<file path="config.mk">
export PLATFORM = sky130hd
export DESIGN_NAME = uart_tx_param
export DESIGN_NICKNAME = d
export VERILOG_FILES = /design/src/rtl/uart_pkg.sv /design/src/rtl/uart_bit_timer.sv /design/src/rtl/uart_tx_param.sv
export SDC_FILE = /design/constraint.sdc
export NUM_CORES = 1
export LEC_CHECK = 0
export CORE_UTILIZATION = 55
export CTS_CLUSTER_SIZE = 16
export DETAILED_ROUTE_END_ITERATION = 6
export PLACE_DENSITY = 0.82
export SYNTH_ARGS = -nofsm -noshare
export SYNTH_HDL_FRONTEND = slang
export SYNTH_SLANG_ARGS = --single-unit
</file>
<file path="constraint.sdc">
create_clock -name i_clkTx -period 1.76 [get_ports i_clkTx]
set_input_delay 0.352 -clock i_clkTx [delete_from_list [all_inputs] [get_ports i_clkTx]]
set_output_delay 0.352 -clock i_clkTx [all_outputs]
set_load 0.01 [all_outputs]
</file>
<file path="src/rtl/uart_pkg.sv">
// uart_pkg: shared definitions for the UART TX (and future RX).
//   - parity mode codes used by the PARITY_MODE parameter
//   - frame FSM state type
//   - calcParity: parity of a payload word, zero-extended to 9 bits
package uart_pkg;

   localparam int unsigned PARITY_NONE = 0;
   localparam int unsigned PARITY_EVEN = 1;
   localparam int unsigned PARITY_ODD  = 2;

   typedef enum logic [2:0] {
      IDLE   = 3'd0,
      START  = 3'd1,
      DATA   = 3'd2,
      PARITY = 3'd3,
      STOP   = 3'd4
   } txState_t;

   // Unused upper bits must be zero; they do not disturb the XOR.
   function automatic logic calcParity(input logic [8:0] word, input int unsigned mode);
      return (mode == PARITY_ODD) ? ~^word : ^word;
   endfunction

endpackage

</file>
<file path="src/rtl/uart_bit_timer.sv">
// uart_bit_timer: free-running bit-period counter.
//   clk      system clock
//   rst      asynchronous reset, active-high (counter to 0)
//   restart  hold/reload the counter at START_OFFSET
//   bit_end  high during the last clock of each bit period
// The count runs 0..CLKS_PER_BIT-1 and wraps, so consecutive bit periods
// are exactly CLKS_PER_BIT cycles. START_OFFSET lets the RX sample mid-bit.
module uart_bit_timer #(
   parameter int unsigned CLKS_PER_BIT = 87,
   parameter int unsigned START_OFFSET = 0
) (
   input  logic clk,
   input  logic rst,
   input  logic restart,
   output logic bit_end
);

   localparam int unsigned CW = $clog2(CLKS_PER_BIT);
   localparam logic [CW-1:0] LAST_CNT = CW'(CLKS_PER_BIT - 1);
   localparam logic [CW-1:0] LOAD_CNT = CW'(START_OFFSET);

   logic [CW-1:0] cnt;

   always_ff @(posedge clk or posedge rst) begin
      if (rst) begin
         cnt <= '0;
      end else if (restart) begin
         cnt <= LOAD_CNT;
      end else if (cnt == LAST_CNT) begin
         cnt <= '0;
      end else begin
         cnt <= cnt + 1'b1;
      end
   end

   assign bit_end = (cnt == LAST_CNT);

endmodule

</file>
<file path="src/rtl/uart_tx_param.sv">
// uart_tx_param: parametrised UART transmitter.
// Frame: start(0), DATA_BITS payload LSB-first, optional parity, STOP_BITS stop(1).
// Ports:
//   i_clkTx    system clock
//   i_rstTx    asynchronous reset, active-high
//   i_validTx  source presents a word on i_bitsTx
//   i_bitsTx   payload word (DATA_BITS wide)
//   o_readyTx  block can accept a word (transfer on i_validTx && o_readyTx)
//   o_dataTx   serial line, idle 1
//   o_busyTx   frame in progress
//   o_doneTx   one-cycle pulse after the final stop bit
// Build option UART_TX_HOLD_EN: one-entry holding register, so a word can be
// accepted mid-frame and the next frame follows the stop bit with no idle cycle.
module uart_tx_param
   import uart_pkg::*;
#(
   parameter int unsigned CLKS_PER_BIT = 87,
   parameter int unsigned DATA_BITS    = 8,
   parameter int unsigned PARITY_MODE  = 1,
   parameter int unsigned STOP_BITS    = 1
) (
   input  logic                 i_clkTx,
   input  logic                 i_rstTx,
   input  logic                 i_validTx,
   input  logic [DATA_BITS-1:0] i_bitsTx,
   output logic                 o_readyTx,
   output logic                 o_dataTx,
   output logic                 o_busyTx,
   output logic                 o_doneTx
);

   if (CLKS_PER_BIT < 2 || DATA_BITS < 5 || DATA_BITS > 9 || PARITY_MODE > 2 ||
       (STOP_BITS != 1 && STOP_BITS != 2)) begin : gBadParam
      $error("uart_tx_param: parameter out of range");
   end

   localparam int unsigned IW = $clog2(DATA_BITS + 1);
   localparam logic [IW-1:0] LAST_DATA = IW'(DATA_BITS - 1);
   localparam logic [IW-1:0] LAST_STOP = IW'(STOP_BITS - 1);
   localparam bit HAS_PARITY = (PARITY_MODE != PARITY_NONE);

   txState_t             state, stateNext;
   logic [DATA_BITS-1:0] shiftReg;
   logic [DATA_BITS-1:0] srcWord;
   logic                 parityBit;
   logic [IW-1:0]        bitIdx;
   logic                 armed;       // low until the first edge after reset
   logic                 bitEnd;
   logic                 accept;
   logic                 startFrame;
   logic                 frameEnd;

   uart_bit_timer #(.CLKS_PER_BIT(CLKS_PER_BIT)) bitTimer (
      .clk     (i_clkTx),
      .rst     (i_rstTx),
      .restart (state == IDLE),
      .bit_end (bitEnd)
   );

`ifdef UART_TX_HOLD_EN
   logic [DATA_BITS-1:0] holdReg;
   logic                 holdFull;

   assign o_readyTx = armed & ~holdFull;
   // A pending held word takes priority; holdFull is only set outside IDLE.
   assign srcWord   = holdFull ? holdReg : i_bitsTx;
`else
   assign o_readyTx = armed & (state == IDLE);
   assign srcWord   = i_bitsTx;
`endif

   assign accept = i_validTx & o_readyTx;

   always_ff @(posedge i_clkTx or posedge i_rstTx) begin
      if (i_rstTx) begin
         state <= IDLE;
      end else begin
         state <= stateNext;
      end
   end

   always_comb begin
      stateNext  = state;
      o_dataTx   = 1'b1;
      o_busyTx   = 1'b1;
      startFrame = 1'b0;
      frameEnd   = 1'b0;
      case (state)
         IDLE: begin
            o_busyTx = 1'b0;
            if (accept) begin
               stateNext  = START;
               startFrame = 1'b1;
            end
         end
         START: begin
            o_dataTx = 1'b0;
            if (bitEnd) stateNext = DATA;
         end
         DATA: begin
            o_dataTx = shiftReg[0];
            if (bitEnd && bitIdx == LAST_DATA) stateNext = HAS_PARITY ? PARITY : STOP;
         end
         PARITY: begin
            o_dataTx = parityBit;
            if (bitEnd) stateNext = STOP;
         end
         STOP: begin
            if (bitEnd && bitIdx == LAST_STOP) begin
               frameEnd  = 1'b1;
               stateNext = IDLE;
`ifdef UART_TX_HOLD_EN
               // Chain straight into the next start bit when a word is waiting
               // (held, or arriving on this very edge).
               if (holdFull || accept) begin
                  stateNext  = START;
                  startFrame = 1'b1;
               end
`endif
            end
         end
         default: begin
            o_busyTx  = 1'b0;
            stateNext = IDLE;
         end
      endcase
   end

   always_ff @(posedge i_clkTx or posedge i_rstTx) begin
      if (i_rstTx) begin
         shiftReg  <= '0;
         parityBit <= 1'b0;
         bitIdx    <= '0;
         armed     <= 1'b0;
         o_doneTx  <= 1'b0;
      end else begin
         armed    <= 1'b1;
         o_doneTx <= frameEnd;
         if (startFrame) begin
            shiftReg  <= srcWord;
            parityBit <= calcParity(9'(srcWord), PARITY_MODE);
            bitIdx    <= '0;
         end else if (bitEnd && state == DATA) begin
            shiftReg <= shiftReg >> 1;
            bitIdx   <= (bitIdx == LAST_DATA) ? '0 : bitIdx + 1'b1;
         end else if (bitEnd && state == STOP) begin
            bitIdx   <= (bitIdx == LAST_STOP) ? '0 : bitIdx + 1'b1;
         end
      end
   end

`ifdef UART_TX_HOLD_EN
   always_ff @(posedge i_clkTx or posedge i_rstTx) begin
      if (i_rstTx) begin
         holdReg  <= '0;
         holdFull <= 1'b0;
      end else if (accept && !startFrame) begin
         holdReg  <= i_bitsTx;
         holdFull <= 1'b1;
      end else if (startFrame) begin
         holdFull <= 1'b0;
      end
   end
`endif

endmodule

</file>
==> results of run 1 <==
==> per-layer routing <==
metal / routed length, um / track usage (%)
met1: 1100 / 28.5
met2: 1260 / 37.8
met3: 68 / 1.75
met4: 50 / 10.4
met5: 0 / 0
==> sequential cells by signal (all words and copies together), names as in the netlist <==
signal and count:
bitIdx 4, shiftReg 8, o_doneTx 1, armed 1, bitTimer.cnt 7, state 3
parityBit 1
==> layout by cell type, fill, tap and decap left out, types with 5 or more instances in the layout <==
master / synthesis / layout
inv_1: 7 / 6
clkdlybuf4s50_1: 0 / 11
nand3_1: 5 / 5
xnor2_1: 11 / 11
nand2_1: 13 / 11
nor2_1: 21 / 20
buf_4: 1 / 16
mux2i_1: 7 / 7
dfrtp_1: 25 / 24
a21oi_1: 7 / 7
==> power by group <==
group | total, uW | internal [uW] | switching, uW
logic | 490 | 262 | 228
registers | 807 | 706 | 101
clock network | 243 | 88.4 | 155
==> final cells by class <==
type,instances,area [um^2],share of cell area (%)
multi-input combinational,103,726,42.2
sequential,25,627,36.4
timing repair buffer,33,279,16.2
tap,28,35.0,2.03
inverter,7,28.8,1.67
clock buffer,4,26.3,1.53
==> how the worst min path moves through the flow <==
stage	start	end	slack, ns	cells after the start
2_1_floorplan	i_rstTx	armed	0.38	1
3_3_place_gp	bitTimer.cnt[0]	bitTimer.cnt[0]	0.46	1
3_5_place_dp	bitTimer.cnt[0]	bitTimer.cnt[0]	0.47	1
4_1_cts	i_rstTx	shiftReg[5]	0.38	3
5_1_grt	i_rstTx	parityBit	0.42	3
6_report	i_rstTx	shiftReg[5]	0.38	3
==> worst register-to-register path, stage by stage (launching register included) <==
cell and delay, ns:
dfrtp_1 0.40, inv_1 0.05, ha_1 0.18, and2_4 0.15, and4b_2 0.27, buf_4 0.15
a2111o_1 0.35, o21ai_1 0.08
==> metrics by stage <==
stage	total power [uW]	cells	util, %	setup WS (ns)	hold WS, ns
CTS	1530	195	72.8	-0.104	0.380
finish	1540	200	75.6	0.0669	0.376
detailed placement	1270	187	69.7	0.00250	0.472
global placement	1240	187	69.7	0.0794	0.464
global route	1660	200	75.6	-0.00974	0.417
floorplan	1130	142	-	0.147	0.379
==> cells by family after synthesis <==
| family | share of synthesized area [%] |
|---|---|
| DFF | 45.4 |
| AOI/OAI and AO/OA | 9.54 |
| muxes | 5.09 |
| buffers and inverters | 4.91 |
| and+or+nand+nor | 21.1 |
| adders and majority gates | 3.63 |
| xor gates and xnor gates | 10.1 |
| other | 0.272 |
==> cell usage after synthesis, drive strengths merged <==
library cell / instances
ha: 4
buf: 2
a21oi: 7
nor2: 21
conb: 1
a31o: 1
nand4: 1
or3: 1
nor2b: 1
nand3b: 2
xor2: 4
and2: 3
nand2b: 1
mux2i: 7
a2111o: 1
xnor2: 11
o21a: 1
and4b: 1
nor3: 3
and3: 1
a311oi: 1
dfrtp: 25
nand3: 5
a22o: 1
a221oi: 1
nor3b: 1
and4bb: 1
inv: 7
nand2: 13
clkbuf: 5
o21ai: 6
o22ai: 1
or2: 1
==> timing repair <==
| item | CTS | global route |
|---|---|---|
| cloned | 0 | 0 |
| endpoints found under the setup margin | 3 | 9 |
| gates resized for setup | 12 | 18 |
| buffers inserted | 4 | 7 |
| pin swaps | 1 | 6 |
==> reports/metrics.yaml, run 1 <==
status: "complete, no violations"
final-max-slew-violation-count: 0
path_cells: "buf_6, inv_4, nand2_2, o21ai_2, nand2b_1, buf_2"
crit_path_top_delay_cell: "dfrtp_1"
portBuffers: 14
dr.pass1.iters: 4
antenna_found_initial: 0
clkSinkCount: 25
fillers: 157
gp_congestion: 0.882
cpPeakStageDelay_ns: 0.44
p_per_area_nw_per_um2: 895
synthesis.nets: 157
crit_type: "reg -> out"
cts_tree: "built"
grt_max_degree: 26
ys_ff_latch: 25
die_y_um: 52.0
setup_viol: 0
yosysWarnings: 0
clk_latency_ns: 0.31
synth_area_per_cell_um2: 9.70
vias: 1066
grt_pass1_wl_mm: 4.34
syn_to_final_growth_pct: 25.0
hold_violations: 0
hpwl_mm: 1.83
grt_overflow: 0
hold_class: "in -> async"
num_antenna_cells: 0
drt_iter0_markers: 11
clk_pin_slew_ns: 0.12
ir_drop_mv: 0.817
setup.worst_path.end_class: "output pin"
start_kind: "flop"
drive_gt1_share_pct: 25.0
grt_pass1_vias: 1045
synthCells: 142
fin_crit_ns: 1.69
leakagePower_uw: 0.000761
route.detailed.drc: 0
cp_max_fo: 3
timing.rr.end: "bitIdx[0]"
rows: 17
dpl_cell_area_um2: 1590
synth_area_um2: 1380
rsz0062_at_grt: "true"
dieArea_um2: 2710
worst-path-buf-inv: 3
finalNetCount: 188
reg2reg_from: "bitTimer.cnt[0]"
wl_per_cell_um: 12.4
boundaryPins: 15
clockBufferDepth: 2
clock-skew-final_ns: 0.00320
seq_area_frac_synth_pct: 45.4
yosysTopAreaCell: "dfrtp_1"
viasPerCell: 5.33
crit_start: "state[0]"
cp.required_ns: 1.41
core_um2: 2280
cp_num_cells: 6
tns_ns: 0
design_area_um2: 1720
fmax_mhz: 591
numCtsBuffers: 3
maxCapViolCount: 0
postRouteAntennaNets: 0
routed_wirelength_mm: 2.48
reg2regPathDepth: 7
ys_types: 38
r2r_slack_ns: 0.07
path_delay_family: "flip-flops"
synth.top_cell.area_share_pct: 45.4
period_share_pct: 96.2
grtUsageTotal_pct: 22.2
ctsHoldBuffers: 0
worstSetupEndpoint: "o_dataTx"
initial_utilization_pct: 60.5
cts_htree_levels: 1
synthTopCellsByArea: "dfrtp_1 (45%), xnor2_1 (7.0%), nor2_1 (5.7%)"
cts_root_buf: "clkbuf_4"
worstPathArrival_ns: 1.34
die_w_um: 52.0
No activity file was read; power rests on OpenSTA's default activity.
==> inputs of run 2 (changes only) <==
GPL_TIMING_DRIVEN = 1   (was default)
==> results of run 2 <==
The final DEF is identical to that of run 1; final timing and power are the same.
